## src/rtl/fifo_serial_tx.sv

```systemverilog
// Drains words from the input-buffer FIFO and shifts each one out as an async serial frame.
// Define FIFO_SERIAL_TX_PARITY_EN to insert an even-parity bit between the data bits and the stop bits.
`timescale 1ns/1ps
`ifndef BUFF_SIZE
`define BUFF_SIZE 8
`endif

module fifo_serial_tx #(
  parameter int CLKS_PER_BIT = 16,
  parameter int STOP_BITS    = 1
) (
  input  logic                  clk,
  input  logic                  rst,
  input  logic                  tx_en,
  input  logic [`BUFF_SIZE-1:0] fifo_cnt,
  input  logic [`BUFF_SIZE-1:0] fifo_data,
  output logic                  fifo_rd_en,
  output logic                  tx,
  output logic                  busy,
  output logic                  frame_done,
  output logic [15:0]           frames_sent
);

  typedef enum logic [2:0] {
    S_IDLE,
    S_FETCH,
    S_LOAD,
    S_START,
    S_DATA,
    S_PARITY,
    S_STOP
  } state_t;

  localparam logic [15:0] BIT_RELOAD = 16'(CLKS_PER_BIT - 1);
  localparam logic [7:0]  LAST_DATA  = 8'(`BUFF_SIZE - 1);
  localparam logic [7:0]  LAST_STOP  = 8'(STOP_BITS - 1);

  state_t                  state_q;
  logic                    tx_q;
  logic                    rd_en_q;
  logic                    busy_q;
  logic                    frame_done_q;
  logic [15:0]             frames_q;
  logic [15:0]             clk_cnt_q;
  logic [7:0]              bit_cnt_q;
  logic [`BUFF_SIZE-1:0]   shift_q;
`ifdef FIFO_SERIAL_TX_PARITY_EN
  logic                    parity_q;
`endif

  always_ff @(posedge clk) begin
    if (rst) begin
      state_q      <= S_IDLE;
      tx_q         <= 1'b1;
      rd_en_q      <= 1'b0;
      busy_q       <= 1'b0;
      frame_done_q <= 1'b0;
      frames_q     <= 16'd0;
      clk_cnt_q    <= 16'd0;
      bit_cnt_q    <= 8'd0;
    end else begin
      rd_en_q      <= 1'b0;
      frame_done_q <= 1'b0;
      case (state_q)
        // fifo_cnt is only looked at here, so a stale count after a read is never seen
        S_IDLE: begin
          if (tx_en && fifo_cnt != '0) begin
            state_q <= S_FETCH;
            rd_en_q <= 1'b1;
            busy_q  <= 1'b1;
          end
        end
        S_FETCH: state_q <= S_LOAD;
        S_LOAD: begin
          shift_q   <= fifo_data;
`ifdef FIFO_SERIAL_TX_PARITY_EN
          parity_q  <= ^fifo_data;
`endif
          state_q   <= S_START;
          tx_q      <= 1'b0;
          clk_cnt_q <= BIT_RELOAD;
        end
        S_START: begin
          if (clk_cnt_q == 16'd0) begin
            state_q   <= S_DATA;
            tx_q      <= shift_q[0];
            shift_q   <= shift_q >> 1;
            bit_cnt_q <= 8'd0;
            clk_cnt_q <= BIT_RELOAD;
          end else begin
            clk_cnt_q <= clk_cnt_q - 16'd1;
          end
        end
        S_DATA: begin
          if (clk_cnt_q == 16'd0) begin
            clk_cnt_q <= BIT_RELOAD;
            if (bit_cnt_q == LAST_DATA) begin
              bit_cnt_q <= 8'd0;
`ifdef FIFO_SERIAL_TX_PARITY_EN
              state_q   <= S_PARITY;
              tx_q      <= parity_q;
`else
              state_q   <= S_STOP;
              tx_q      <= 1'b1;
`endif
            end else begin
              bit_cnt_q <= bit_cnt_q + 8'd1;
              tx_q      <= shift_q[0];
              shift_q   <= shift_q >> 1;
            end
          end else begin
            clk_cnt_q <= clk_cnt_q - 16'd1;
          end
        end
`ifdef FIFO_SERIAL_TX_PARITY_EN
        S_PARITY: begin
          if (clk_cnt_q == 16'd0) begin
            state_q   <= S_STOP;
            tx_q      <= 1'b1;
            bit_cnt_q <= 8'd0;
            clk_cnt_q <= BIT_RELOAD;
          end else begin
            clk_cnt_q <= clk_cnt_q - 16'd1;
          end
        end
`endif
        // frame_done and the counter are raised on entry to the final stop cycle
        S_STOP: begin
          if (clk_cnt_q == 16'd0) begin
            if (bit_cnt_q == LAST_STOP) begin
              state_q <= S_IDLE;
              tx_q    <= 1'b1;
              busy_q  <= 1'b0;
            end else begin
              bit_cnt_q <= bit_cnt_q + 8'd1;
              clk_cnt_q <= BIT_RELOAD;
            end
          end else begin
            clk_cnt_q <= clk_cnt_q - 16'd1;
            if (clk_cnt_q == 16'd1 && bit_cnt_q == LAST_STOP) begin
              frame_done_q <= 1'b1;
              frames_q     <= frames_q + 16'd1;
            end
          end
        end
        default: begin
          state_q <= S_IDLE;
          tx_q    <= 1'b1;
          busy_q  <= 1'b0;
        end
      endcase
    end
  end

  assign fifo_rd_en  = rd_en_q;
  assign tx          = tx_q;
  assign busy        = busy_q;
  assign frame_done  = frame_done_q;
  assign frames_sent = frames_q;

endmodule

```

## config.mk

```make
export PLATFORM = sky130hd
export DESIGN_NAME = fifo_serial_tx
export DESIGN_NICKNAME = d
export VERILOG_FILES = /design/src/rtl/fifo_serial_tx.sv
export SDC_FILE = /design/constraint.sdc
export NUM_CORES = 1
export LEC_CHECK = 0
export BUFFER_PORTS_ARGS = -buffer_cell sky130_fd_sc_hd__buf_2
export CAP_MARGIN = 10
export CORE_MARGIN = 1.5
export CORE_UTILIZATION = 40
export DETAILED_ROUTE_END_ITERATION = 10
export PLACE_DENSITY = 0.6
export SYNTH_ARGS = -nofsm -noshare
export SYNTH_HDL_FRONTEND = slang
export SYNTH_SLANG_ARGS = --single-unit
```

## constraint.sdc

```tcl
create_clock -name clk -period 2.9 [get_ports clk]
set_clock_uncertainty 0.05 [all_clocks]
set_input_delay 0.58 -clock clk [delete_from_list [all_inputs] [get_ports clk]]
set_output_delay 0.58 -clock clk [all_outputs]
set_load 0.01 [all_outputs]
```

==> summary.md <==
| Metric | Value |
|---|---|
| Minimum setup slack among reg-to-reg paths | 0.28 ns |
| Hold-fix buffer count after cts | 0 |
| DRC Markers | 0 |
| First-pass iteration count of the detailed router | 4 |
| Part of the cycle the worst path needs | 90.4% |
| Compound-cell area share of the yosys netlist | 18.9% |
| Pins Over Slew Limit | 0 |
| Cell area power density | 643 mW/mm2 |
| Die Width | 86.8 um |
| Worst-skew pair later-pin latency | 0.31 ns |
| Clk sink count | 55 |
| Synthesized-area fraction occupied by xor and xnor cells | 3.43% |
| Number of buffers created by CTS | 5 |
| Effective utilization at floorplan | 41.4% |
| Layout Cell Area excl Fill | 0.00323 mm2 |
| Count of warnings emitted by yosys | 0 |
| Cell type of the slowest stage on the worst timing path | sky130_fd_sc_hd__or4_4 |
| Power share of the combinational group | 35.0% |
| Crit path required time | 2.88 ns |
| Synth Cell Area | 0.00281 mm2 |
| CTS root buf | sky130_fd_sc_hd__clkbuf_8 |
| Total of flip-flops plus latches after synthesis | 55 |
| Detailed Route Iter0 Violations | 114 |
| Combined global-route utilization of all metal layers | 16.2% |
| Hold/Removal Path Class | reg -> reg |
| Dominant cell type by count on the critical path | sky130_fd_sc_hd__a21oi_1 |
| Number of antenna violations at the first check in global routing | 0 |
| Dominant combinational cell family by area after synthesis | simple AND/OR/NAND/NOR gates |
| Max-capacitance violation count | 0 |
| Total congestion overflow after global routing | 0 |
| Number of enable-type register cells in the synthesized netlist | 8 |
| Sw Ratio | 35.5% |
| Maximum single-stage delay on the critical path | 0.55 ns |
| Mapped Avg Cell Area | 9.01 um2 |
| Highest attainable clock frequency | 381 MHz |
| Synthesized-area fraction occupied by and/or/nand/nor cells | 24.1% |
| Cell-by-cell listing of the critical path | inv_1 -> ha_1 -> or3b_2 -> or4_4 -> a21oi_1 -> a21oi_1 -> nor2_1 -> buf_4 |
| Area added between synthesis and finish | 14.8% |
| PortBufs | 38 |
| Clock tree from TritonCTS | done |
| Sequential area share after synthesis | 42.0% |
| I/O pin count | 39 |
| Sort of element at the start of the critical path | flip-flop |
| Routed vias | 2397 |
| Sequential share of power | 43.5% |
| Arrival time at the worst endpoint | 2.60 ns |
| Fraction of final layout cells with drive strength greater than 1 | 22.3% |
| Setup_tns | 0 ns |
| Worst voltage drop across the vdd grid | 0.263 mV |
| Clock transition time at the flip-flop clock pins of the worst setup and hold paths | 0.10 ns |
| Syn Inst Count | 312 |
| Commonest cells in the synthesized netlist | sky130_fd_sc_hd__dfxtp_1 (47), sky130_fd_sc_hd__a21oi_1 (31), sky130_fd_sc_hd__nor2_1 (27), sky130_fd_sc_hd__or3_1 (18), sky130_fd_sc_hd__o21ai_0 (16) |
| Hold Fails Final Rpt | 0 |
| CP endpoint kind | flip-flop |
| Internal cell power | 1.34 mW |
| Main synth FF type | sky130_fd_sc_hd__dfxtp_1 |
| Peak fanout along the critical path | 8 |
| Overall die height | 86.8 um |
| Number of levels the H-tree was split into | 2 |
| Pin count of the biggest net entering global routing | 27 |
| Area after DPL | 0.00312 mm2 |
| Gates resized, CTS repair | 0 |
| Worst Hold Slack | 0.432 ns |
| Setup violators final | 0 |
| Maximum root-to-sink buffer count | 2 |
| Share of power burned in the clock network | 21.5% |
| Core ar. | 0.00679 mm2 |
| Remaining number of nets flagged by the antenna check after routing | 0 |
| Clock period minus final worst setup slack | 2.62 ns |
| Detail-routed via count per cell | 5.33 |
| Cell variety after synth | 51 |
| Post-synthesis cell type with the largest combined area | sky130_fd_sc_hd__dfxtp_1 |
| Top cell type's share of synthesized area | 33.5% |
| Lkg Pwr | 1.21 nW |
| Syn Nets | 337 |
| Share of synthesized registers carrying an async set or reset | 0% |
| Vias in the first global route | 2123 |
| Die outline area | 0.00754 mm2 |
| Multiplexer share of the synthesized area | 3.87% |
| Routed wirelength normalized by instance count | 12.9 um |
| Result of the run | completed |
| Transition time at the pin with the least slew margin | 0.664 ns |
| First-pass GRT wire length | 9790 um |
| Diodes inserted | 0 |
| Kind of critical path | reg -> reg |
| Normalized max-slew margin | 55.3% |
| Switching Power | 736 uW |
| Placement row count | 30 |
| Post-Route WL | 5800 um |
| # Post-CTS Setup Buffers | 0 |
| Most repeated cell in the gate-level netlist after synthesis | sky130_fd_sc_hd__dfxtp_1 |
| Post-detail-place hpwl | 4180 um |
| Ranking of synthesized cells by area | sky130_fd_sc_hd__dfxtp_1 (33%), sky130_fd_sc_hd__edfxtp_1 (8.5%), sky130_fd_sc_hd__a21oi_1 (5.5%) |
| RSZ-0062 raised after global routing | no |
| Adder-cell area share of the yosys netlist | 2.67% |
| Global placer's final weighted congestion | 0.832 |
| Net count, final | 378 |
stage by stage:
stage	setup slack (ns)	util (%)	power [mW]	cells
after CTS	0.167	47.4	2.09	450
after detailed placement	0.214	45.9	1.64	442
final	0.278	47.5	2.07	450
after global routing	0.141	47.5	2.21	450
after global placement	0.303	45.9	1.62	442
after floorplan	0.309	-	1.50	312
worst max-delay path: cells and delay by family (launching register included):
family,cells,cell delay (ns)
simple gates,3,1.15
flops,1,0.37
buf+inv,2,0.28
compound gates,2,0.27
fa+ha+maj,1,0.21
cell type report:
type                    count  area, um2
well taps                  96        120
multi-input cells         228       1500
inverters                  13       48.8
flip-flops and latches     55       1180
fillers                   674       3570
clock inverters             2       16.3
clock buffers               6       82.6
repair buffers             50        280
registers in the layout, indices dropped and copies added, names as in the netlist:
signal       cells
frames_sent     16
tx               1
state_q          3
shift_q          8
fifo_rd_en       1
frame_done       1
bit_cnt_q        8
clk_cnt_q       16
busy             1
path summary, 6_finish.rpt:
path	start	endpoint	depth (start not counted)
setup / recovery	clk_cnt_q[0]$_SDFFE_PP0P_	shift_q[0]$_DFFE_PP_	8
hold / removal	frames_sent[15]$_SDFFE_PP0P_	frames_sent[15]$_SDFFE_PP0P_	2
setup reg to reg	clk_cnt_q[0]$_SDFFE_PP0P_	shift_q[0]$_DFFE_PP_	8
hold reg to reg	frames_sent[15]$_SDFFE_PP0P_	frames_sent[15]$_SDFFE_PP0P_	2
power by group through the flow:
stage	Clock (mW)	Combinational [mW]	Sequential, mW
floorplan	0	0.605	0.899
global placement	0	0.703	0.917
finish	0.447	0.725	0.902
CTS	0.465	0.723	0.902
global route	0.498	0.804	0.913
detailed placement	0	0.717	0.919
placed cells by master, fill, tap and decap left out, drive strengths merged, types with 2 or more instances in the layout:
master	instances
xor2	7
o21ai	22
a21oi	31
o21a	2
nand2b	4
edfxtp	8
dfxtp	47
inv	13
nor2b	2
or2	2
and2	2
nand2	7
and3	7
or3	18
buf	50
nor4	6
ha	6
o31ai	7
o211ai	7
nor3	15
mux2	7
a31oi	3
nor2	28
a211oi	4
nand3	3
or4	11
a2111oi	2
mux2i	3
clkbuf	6
xnor2	4
nor4b	2
nand4	6
routing by layer:
metal / global-route usage (%) / part of all wire, % / vias to the layer above
li1: - / - / 1238
met1: 21.3 / 47 / 1113
met2: 27.5 / 48 / 41
met3: 3.14 / 3.5 / 5
met4: 3.67 / 0.76 / 0
met5: 0 / 0 / -
logic make-up after synthesis:
kind of cell	after synthesis
AND/OR/NAND/NOR	116
flip-flops	55
AO/OA/AOI/OAI	85
XOR/XNOR	11
buffers and inverters	29
multiplexers	10
adder cells (fa/ha/maj)	6
Note: power is estimated with default switching activity, not from simulation.
